<file path="src/rtl/branch_resolve_ctrl.sv">
// Branch resolution and misprediction recovery controller: trains the predictor,
// redirects the PC on a mispredict, holds a front-end flush, keeps statistics.
module branch_resolve_ctrl #(
   parameter int unsigned ADDR_W       = 10,
   parameter int unsigned FLUSH_CYCLES = 2,
   parameter int unsigned CNT_W        = 16
) (
   input  logic              BRC_CLK,
   input  logic              BRC_RST_N,
   input  logic              BRC_EX_VALID,
   input  logic              BRC_EX_COND_BRN,
   input  logic              BRC_EX_PRED_TAKEN,
   input  logic              BRC_EX_TAKE,
   input  logic [ADDR_W-1:0] BRC_EX_ADDR,
   input  logic [ADDR_W-1:0] BRC_EX_TARGET,
   input  logic              BRC_STALL,
   input  logic              BRC_CNT_CLR,
   output logic              BRC_PC_LD,
   output logic [ADDR_W-1:0] BRC_PC_ADDR,
   output logic              BRC_FLUSH,
   output logic              BRC_UPD_VALID,
   output logic [ADDR_W-1:0] BRC_UPD_ADDR,
   output logic              BRC_UPD_TAKE,
   output logic              BRC_BUSY,
   output logic [CNT_W-1:0]  BRC_BRN_CNT,
   output logic [CNT_W-1:0]  BRC_MISP_CNT
);

   localparam int unsigned FC_W = 4;

   typedef enum logic {
      IDLE  = 1'b0,
      FLUSH = 1'b1
   } state_t;

   state_t              state, state_nxt;
   logic [FC_W-1:0]     fcnt, fcnt_nxt;
   logic                pc_ld, pc_ld_nxt;
   logic [ADDR_W-1:0]   pc_addr, pc_addr_nxt;
   logic                upd_valid, upd_valid_nxt;
   logic [ADDR_W-1:0]   upd_addr, upd_addr_nxt;
   logic                upd_take, upd_take_nxt;
   logic [CNT_W-1:0]    brn_cnt, brn_cnt_nxt;
   logic [CNT_W-1:0]    misp_cnt, misp_cnt_nxt;
   logic                eval_c;
   logic                misp_c;

   // Branches seen while flushing are wrong-path and never evaluated.
   assign eval_c = (state == IDLE) && !BRC_STALL && BRC_EX_VALID && BRC_EX_COND_BRN;
   assign misp_c = eval_c && (BRC_EX_PRED_TAKEN != BRC_EX_TAKE);

   // Next-state, recovery sequencing, predictor update and statistics.
   always_comb begin
      state_nxt     = state;
      fcnt_nxt      = fcnt;
      pc_ld_nxt     = 1'b0;
      pc_addr_nxt   = pc_addr;
      upd_valid_nxt = eval_c;
      upd_addr_nxt  = upd_addr;
      upd_take_nxt  = upd_take;
      brn_cnt_nxt   = brn_cnt;
      misp_cnt_nxt  = misp_cnt;

      if (eval_c) begin
         upd_addr_nxt = BRC_EX_ADDR;
         upd_take_nxt = BRC_EX_TAKE;
      end

      case (state)
         IDLE: begin
            if (misp_c) begin
               state_nxt   = FLUSH;
               fcnt_nxt    = FC_W'(FLUSH_CYCLES);
               pc_ld_nxt   = 1'b1;
               pc_addr_nxt = BRC_EX_TAKE ? BRC_EX_TARGET : (BRC_EX_ADDR + ADDR_W'(1));
            end
         end
         FLUSH: begin
            // The PC load survives stalled cycles and retires on the first free one.
            pc_ld_nxt = pc_ld && BRC_STALL;
            if (!BRC_STALL) begin
               if (fcnt <= FC_W'(1)) begin
                  state_nxt = IDLE;
                  fcnt_nxt  = '0;
               end else begin
                  fcnt_nxt  = fcnt - FC_W'(1);
               end
            end
         end
         default: begin
            state_nxt = IDLE;
            fcnt_nxt  = '0;
         end
      endcase

      // Clear wins over a same-cycle increment; both counters saturate.
      if (BRC_CNT_CLR) begin
         brn_cnt_nxt  = '0;
         misp_cnt_nxt = '0;
      end else begin
         if (eval_c && (brn_cnt != {CNT_W{1'b1}}))
            brn_cnt_nxt = brn_cnt + CNT_W'(1);
         if (misp_c && (misp_cnt != {CNT_W{1'b1}}))
            misp_cnt_nxt = misp_cnt + CNT_W'(1);
      end
   end

   always_ff @(posedge BRC_CLK or negedge BRC_RST_N) begin
      if (!BRC_RST_N) begin
         state     <= IDLE;
         fcnt      <= '0;
         pc_ld     <= 1'b0;
         pc_addr   <= '0;
         upd_valid <= 1'b0;
         upd_addr  <= '0;
         upd_take  <= 1'b0;
         brn_cnt   <= '0;
         misp_cnt  <= '0;
      end else begin
         state     <= state_nxt;
         fcnt      <= fcnt_nxt;
         pc_ld     <= pc_ld_nxt;
         pc_addr   <= pc_addr_nxt;
         upd_valid <= upd_valid_nxt;
         upd_addr  <= upd_addr_nxt;
         upd_take  <= upd_take_nxt;
         brn_cnt   <= brn_cnt_nxt;
         misp_cnt  <= misp_cnt_nxt;
      end
   end

   assign BRC_PC_LD     = pc_ld;
   assign BRC_PC_ADDR   = pc_addr;
   assign BRC_FLUSH     = (state == FLUSH);
   assign BRC_BUSY      = (state == FLUSH);
   assign BRC_UPD_VALID = upd_valid;
   assign BRC_UPD_ADDR  = upd_addr;
   assign BRC_UPD_TAKE  = upd_take;
   assign BRC_BRN_CNT   = brn_cnt;
   assign BRC_MISP_CNT  = misp_cnt;

endmodule
</file>
<file path="config.mk">
export PLATFORM = sky130hd
export DESIGN_NAME = branch_resolve_ctrl
export DESIGN_NICKNAME = d
export VERILOG_FILES = /design/src/rtl/branch_resolve_ctrl.sv
export SDC_FILE = /design/constraint.sdc
export NUM_CORES = 1
export LEC_CHECK = 0
export BUFFER_PORTS_ARGS = -buffer_cell sky130_fd_sc_hd__buf_2
export CAP_MARGIN = 10
export CORE_MARGIN = 5
export CORE_UTILIZATION = 50
export CTS_BUF_LIST = sky130_fd_sc_hd__clkbuf_8
export DETAILED_ROUTE_END_ITERATION = 16
export GPL_TIMING_DRIVEN = 0
export PLACE_DENSITY = 0.77
export SLEW_MARGIN = 20
export SYNTH_ARGS = -nofsm -noshare
export SYNTH_HDL_FRONTEND = slang
export SYNTH_SLANG_ARGS = --single-unit
</file>
<file path="constraint.sdc">
create_clock -name BRC_CLK -period 2.7 [get_ports BRC_CLK]
set_input_delay 0.81 -clock BRC_CLK [delete_from_list [all_inputs] [get_ports BRC_CLK]]
set_output_delay 0.81 -clock BRC_CLK [all_outputs]
set_load 0.03 [all_outputs]
</file>
==> metrics.md, run 1 <==
| Metric | Value |
|---|---|
| First-pass GRT wire length | `12.3 mm` |
| Buf+Inv Stages, Crit Path | `2` |
| Peak VDD IR | `587 uV` |
| Cell Chain, Critical Path | `buf_2, nand4bb_4, clkinv_4, nand2_1, nor3_4, a311oi_1, a41o_1` |
| Root Driver | `clkbuf_8` |
| Status | `finished clean` |
| Psw | `1.00 mW` |
| GPL Wtd Cong | `0.848` |
| CTS resizes | `0` |
| Layout cells sized above 1 | `0.275` |
| Final non-filler cell total | `504` |
| DRT iter0 DRCs | `118` |
| Worst Path Max Fanout | `10` |
| Final period utilization | `0.722` |
| H-Tree Depth | `3` |
| RSZ-0062 raised after global routing | `no` |
| Pin count of the biggest net entering global routing | `61` |
| Post-synth ARST share | `1.00` |
| Die Area | `7900 um2` |
| Die width | `88.9 um` |
| Number of flops mapped to enable cells by yosys | `0` |
| Startpoint types | `input port` |
| Synth cell types | `44` |
| Final setup fails | `0` |
| Via density per instance | `5.36` |
| Max Root-Sink Buffers | `2` |
| Final wirelength | `7.19 mm` |
| Core area | `5990 um2` |
| FF+latch count, synth | `60` |
| Worst-Margin Slew | `0.754 ns` |
| Worst path max stage delay | `0.32 ns` |
| Syn_nets | `365` |
| Final core utilization | `0.636` |
| Part of the power in the clock network | `0.276` |
| Slew Limit Fails | `0` |
| Antenna Nets Post-Route | `0` |
| Internal Power | `1.74 mW` |
| Clock Sinks | `60` |
| DR DRC count | `0` |
| Max-cap violations | `0` |
| Hpwl dp | `5.22 mm` |
| Top FF cell, synth | `dfrtp_1` |
| TNS Setup | `0 ns` |
| Ys Warns | `0` |
| CTS tree | `yes` |
| Sequential power share | `0.431` |
| Row Count | `28` |
| Crit. End Element | `flop` |
| Antenna Cells | `0` |
| Hold_buf cts | `0` |
| Commonest cells after routing, fill and taps aside | `85 x buf_2, 60 x dfrtp_1, 59 x nand2_1, 40 x nor2_1, 22 x xnor2_1` |
| Global route total overflow | `0` |
| DR vias | `2700` |
| Lkg Pwr | `1.86 nW` |
| Worst EP arrival | `2.16 ns` |
| Area after DPL | `3620 um2` |
| Number of CTS-inserted buffers | `9` |
| Die Y-Extent | `88.9 um` |
| DR pass1 iterations | `4` |
| Setup Buffers After CTS | `0` |
| Clk_lat worst skew | `0.33 ns` |
| Vias in the first global route | `2673` |
| Antenna violations before repair | `0` |
| Final Hold Violating Endpoints | `0` |
| Routed len/inst | `14.3 um` |
| Cell count after synthesis | `332` |
| Io pins | `85` |
| Slew HR | `0.491` |
| Worst path slowest cell | `nor3_4` |
| Most common cell after layout, fill and taps aside | `buf_2` |
| Fin Clk Skew | `0.00650 ns` |
| Hold Crit Class | `flop to flop` |
| Fin crit period | `1.95 ns` |
| Initial Util | `0.520` |
| Pwr Density | `720 nW/um2` |
| Nets@finish | `458` |
| Worst-path clk slew | `0.06 ns` |
| Cell family with the largest share of critical-path delay | `simple AND/OR/NAND/NOR gates` |
| Switching Fraction | `0.366` |
| Comb pwr share | `0.293` |
| Netlist Area Pre-Place | `3110 um2` |
| Dpl cells | `489` |
| Layout area overhead | `22.3%` |
| Sequential area share after synthesis | `0.482` |
| Post-Layout Inst Area | `3810 um2` |
| Worst Setup Path Type | `input port to flop` |
| Port bufs | `82` |
| Total GRT Usage | `0.200` |
| Tot Pwr | `2.74 mW` |
| F_max | `513 MHz` |
| Worst Path Required | `2.92 ns` |
| Avg Synthesized Cell Area | `9.38 um2` |
## layer usage
layer / part of all wire / global-route usage
met1: 0.44 / 0.261
met2: 0.48 / 0.323
met3: 0.065 / 0.0516
met4: 0.015 / 0.0728
met5: 0 / 0
## worst register-to-register path, stage by stage (launching register included)
cell,delay (ns)
dfrtp_1,0.43
inv_1,0.08
ha_1,0.18
nor2_1,0.07
o311ai_0,0.64
nor2_1,0.10
o21ai_0,0.17
o21ai_0,0.09
## cells by family after synthesis
kind of cell    count (synthesis)  share of synthesized area
simple gates                  174                      0.291
flops                          60                      0.482
compound gates                 39                     0.0736
xor+xnor                       33                     0.0953
buf+inv                        18                     0.0273
fa+ha+maj                       5                     0.0201
mux                             3                     0.0104
## synth_stat cells (2+ instances only)
cell type / instances / share of area
and3_1: 9 / 0.018
mux2_2: 2 / 0.0072
nor3_1: 7 / 0.011
o21ai_0: 18 / 0.029
buf_2: 4 / 0.0064
o211ai_1: 3 / 0.0072
nand2b_1: 3 / 0.0060
nand2_1: 59 / 0.071
nor3_2: 2 / 0.0064
a21oi_1: 11 / 0.018
dfrtp_1: 60 / 0.48
ha_1: 5 / 0.020
inv_1: 4 / 0.0048
xnor2_1: 22 / 0.062
nor4_1: 7 / 0.014
clkbuf_1: 6 / 0.0072
nor2_1: 40 / 0.048
nand4_1: 10 / 0.020
buf_4: 2 / 0.0048
nand3_1: 18 / 0.029
xor2_1: 10 / 0.028
nor4b_2: 2 / 0.0096
and2_1: 3 / 0.0060
or3_1: 5 / 0.010
## sequential cells by signal, indices dropped and copies added, names as in the netlist
| register | flops |
|---|---|
| BRC_UPD_VALID | 1 |
| BRC_BRN_CNT | 16 |
| BRC_MISP_CNT | 16 |
| BRC_UPD_TAKE | 1 |
| BRC_PC_LD | 1 |
| fcnt | 4 |
| BRC_BUSY | 1 |
| BRC_PC_ADDR | 10 |
| BRC_UPD_ADDR | 10 |
## path summary, 6_finish.rpt
check | start | endpoint | slack, ns | depth (start not counted)
max in group asynchronous | BRC_RST_N | BRC_UPD_ADDR[9] | 1.65 | 1
min in group asynchronous | BRC_RST_N | BRC_BRN_CNT[10] | 0.55 | 1
setup reg to reg | fcnt[0] | fcnt[2] | 0.78 | 7
hold / removal | BRC_UPD_ADDR[0] | BRC_UPD_ADDR[0] | 0.48 | 2
setup / recovery | BRC_STALL | BRC_MISP_CNT[5] | 0.75 | 7
hold reg to reg | BRC_UPD_ADDR[0] | BRC_UPD_ADDR[0] | 0.48 | 2
## final cells by class
class | instances | area (um2)
Clock inverter | 2 | 8.76
Inverter | 5 | 23.8
Buffer | 13 | 61.3
Sequential cell | 60 | 1500
Multi-Input combinational cell | 254 | 1530
Tap cell | 75 | 93.8
Clock buffer | 13 | 179
Timing Repair Buffer | 82 | 413
Fill cell | 520 | 2180
## per-stage QoR
stage          setup WS (ns)  hold slack, ns
6_report               0.752           0.478
5_1_grt                0.508           0.496
4_1_cts                0.765           0.480
3_5_place_dp           0.414           0.456
3_3_place_gp           0.445           0.455
2_1_floorplan          0.658           0.492
## power groups by stage
stage / logic, mW / clock network (mW) / registers (mW)
2_1_floorplan: 0.274 / 0 / 1.46
3_3_place_gp: 0.797 / 0 / 1.19
3_5_place_dp: 0.817 / 0 / 1.19
4_1_cts: 0.816 / 0.776 / 1.18
5_1_grt: 0.882 / 0.825 / 1.21
6_report: 0.804 / 0.758 / 1.18
Power figures use the tool's default switching activity.
==> run 2: changes to the inputs <==
Clock period 2.7 ns to 2 ns, I/O delays scaled along.
==> run 2 against run 1 <==
Count of clock-buffer cells in the layout stayed put. Clock power is 35% higher. Total power is 35% higher. Largest cell class unchanged. First-iteration DRC count is 3.4% lower. Sequential cell count stayed put. Combinational power is 36% higher. Setup slack worse by 0.55 ns. Clock skew hardly changed. Cell area stayed put. Largest power group unchanged. Routed wire length hardly changed. Critical path depth is 1 lower.
==> metrics.md, run 2 (synthesis results as in run 1) <==
| Metric | Value |
|---|---|
| Internal Power | `2.35 mW (was 1.74 mW)` |
| Status | `finished clean (unchanged)` |
| Via density per instance | `5.37 (was 5.36)` |
| Most common cell after layout, fill and taps aside | `buf_2 (unchanged)` |
| Final setup fails | `0 (unchanged)` |
| Setup Buffers After CTS | `0 (unchanged)` |
| GPL Wtd Cong | `0.848 (unchanged)` |
| Layout cells sized above 1 | `0.275 (unchanged)` |
| Layout area overhead | `22.3% (unchanged)` |
| Lkg Pwr | `1.86 nW (about the same)` |
| First-pass GRT wire length | `12.3 mm (unchanged)` |
| Startpoint types | `flop (was input port)` |
| DR DRC count | `0 (unchanged)` |
| Crit. End Element | `flop (unchanged)` |
| Part of the power in the clock network | `0.276 (about the same)` |
| Max Root-Sink Buffers | `2 (unchanged)` |
| Routed len/inst | `14.3 um (about the same)` |
| Slew HR | `0.497 (was 0.491)` |
| Worst Path Max Fanout | `10 (unchanged)` |
| Clk_lat worst skew | `0.33 ns (about the same)` |
| Tot Pwr | `3.71 mW (was 2.74 mW)` |
| Cell Chain, Critical Path | `nand4bb_4, clkinv_4, nand2_1, nor3_4, a311oi_1, a41o_1 (was buf_2, nand4bb_4, clkinv_4, nand2_1, nor3_4, a311oi_1, a41o_1)` |
| Final core utilization | `0.636 (unchanged)` |
| Clock Sinks | `60 (unchanged)` |
| Final Hold Violating Endpoints | `0 (unchanged)` |
| Setup WS pre-CTS | `-0.0756 ns (was 0.414 ns)` |
| R2R Path Start | `BRC_BUSY (was fcnt[0])` |
| Root Driver | `clkbuf_8 (unchanged)` |
| RSZ-0062 raised after global routing | `no (unchanged)` |
| Port bufs | `82 (unchanged)` |
| Post-route setup slack | `0.202 ns (was 0.752 ns)` |
| DR vias | `2704 (was 2700)` |
| Cell family with the largest share of critical-path delay | `simple AND/OR/NAND/NOR gates (unchanged)` |
| Pin count of the biggest net entering global routing | `61 (unchanged)` |
| Comb pwr share | `0.293 (about the same)` |
| Die Y-Extent | `88.9 um (unchanged)` |
| Hold Crit Class | `input port to asynchronous set/reset pin (was flop to flop)` |
| DRT iter0 DRCs | `114 (was 118)` |
| Worst Setup Path Type | `flop to flop (was input port to flop)` |
| Slew Limit Fails | `0 (unchanged)` |
| Multi-input gate area | `1530 um2 (unchanged)` |
| Global route total overflow | `0 (unchanged)` |
| Worst path max stage delay | `0.45 ns (was 0.32 ns)` |
| Antenna Nets Post-Route | `0 (unchanged)` |
| Antenna violations before repair | `0 (unchanged)` |
| Max-cap violations | `0 (unchanged)` |
| Pwr Density | `974 nW/um2 (was 720 nW/um2)` |
| Buf+Inv Stages, Crit Path | `1 (was 2)` |
| Storage element area | `1500 um2 (unchanged)` |
| Fillers | `520 (unchanged)` |
| Worst-path clk slew | `0.07 ns (was 0.06 ns)` |
| DR pass1 iterations | `4 (unchanged)` |
| Worst Path Required | `2.22 ns (was 2.92 ns)` |
| Final period utilization | `0.899` |
| Worst path slowest cell | `dfrtp_1 (was nor3_4)` |
| Total GRT Usage | `0.200 (unchanged)` |
| CTS resizes | `0 (unchanged)` |
| Initial Util | `0.520 (unchanged)` |
| H-Tree Depth | `3 (unchanged)` |
| Sequential power share | `0.431 (about the same)` |
| Die Area | `7900 um2 (unchanged)` |
| Psw | `1.36 mW (was 1.00 mW)` |
| Commonest cells after routing, fill and taps aside | `85 x buf_2, 60 x dfrtp_1, 59 x nand2_1, 40 x nor2_1, 22 x xnor2_1 (unchanged)` |
| Final wirelength | `7.20 mm (was 7.19 mm)` |
| Number of CTS-inserted buffers | `9 (unchanged)` |
| Row Count | `28 (unchanged)` |
| Hpwl dp | `5.22 mm (unchanged)` |
| Die width | `88.9 um (unchanged)` |
| Hold_buf cts | `0 (unchanged)` |
| CTS tree | `yes (unchanged)` |
| Worst Setup SP | `BRC_BUSY (was BRC_STALL)` |
| Vias in the first global route | `2673 (unchanged)` |
| Worst EP arrival | `2.01 ns (was 2.16 ns)` |
| Io pins | `85 (unchanged)` |
| Switching Fraction | `0.367 (was 0.366)` |
| Core area | `5990 um2 (unchanged)` |
| Antenna Cells | `0 (unchanged)` |
| Fin Clk Skew | `0.00650 ns (about the same)` |
| Peak VDD IR | `792 uV (was 587 uV)` |
| Min Hold Slack | `0.344 ns (was 0.478 ns)` |
| Nets@finish | `458 (unchanged)` |
| Fin crit period | `1.80 ns` |
| F_max | `556 MHz` |
| Worst-Margin Slew | `0.754 ns (about the same)` |
[run 2: routing by layer]
| metal | share of wire | track usage | vias up | routed length (um) |
|---|---|---|---|---|
| met3 | 0.067 | 0.0516 | 10 | 479 |
| met2 | 0.48 | 0.323 | 78 | 3420 |
| met5 | 0 | 0 | - | 0 |
| li1 | - | - | 1334 | - |
| met4 | 0.015 | 0.0728 | 0 | 107 |
| met1 | 0.44 | 0.261 | 1282 | 3190 |
[run 2: power groups by stage]
stage                     clock, mW  sequential (mW)  combinational (mW)
final                          1.02             1.60                1.09
after detailed placement          0             1.61                1.10
after CTS                      1.05             1.59                1.10
after global placement            0             1.60                1.08
after floorplan                   0             1.97               0.370
after global routing           1.11             1.63                1.19
[run 2: area by class of cell]
type                       count  area share
clock inverter                 2     0.00230
clock buffer                  13      0.0470
inverter                       5     0.00624
buffer                        13      0.0161
timing repair buffer          82       0.108
multi-input combinational    254       0.401
sequential                    60       0.394
tap                           75      0.0246
[run 2: path summary, 6_finish.rpt]
path	end	slack (ns)	depth (start not counted)
max in group asynchronous	BRC_UPD_ADDR[9]	1.16	1
min in group BRC_CLK	BRC_UPD_ADDR[0]	0.48	2
max	BRC_MISP_CNT[5]	0.20	6
min	BRC_BRN_CNT[10]	0.34	1
min reg2reg	BRC_UPD_ADDR[0]	0.48	2
max reg2reg	BRC_MISP_CNT[5]	0.20	6
[run 2: stage by stage]
| stage | instance area, um2 | instances | setup TNS, ns |
|---|---|---|---|
| 2_1_floorplan | 3110 | 332 | 0 |
| 3_3_place_gp | 3620 | 489 | -0.177 |
| 3_5_place_dp | 3620 | 489 | -0.524 |
| 4_1_cts | 3810 | 504 | 0 |
| 5_1_grt | 3810 | 504 | 0 |
| 6_report | 3810 | 504 | 0 |
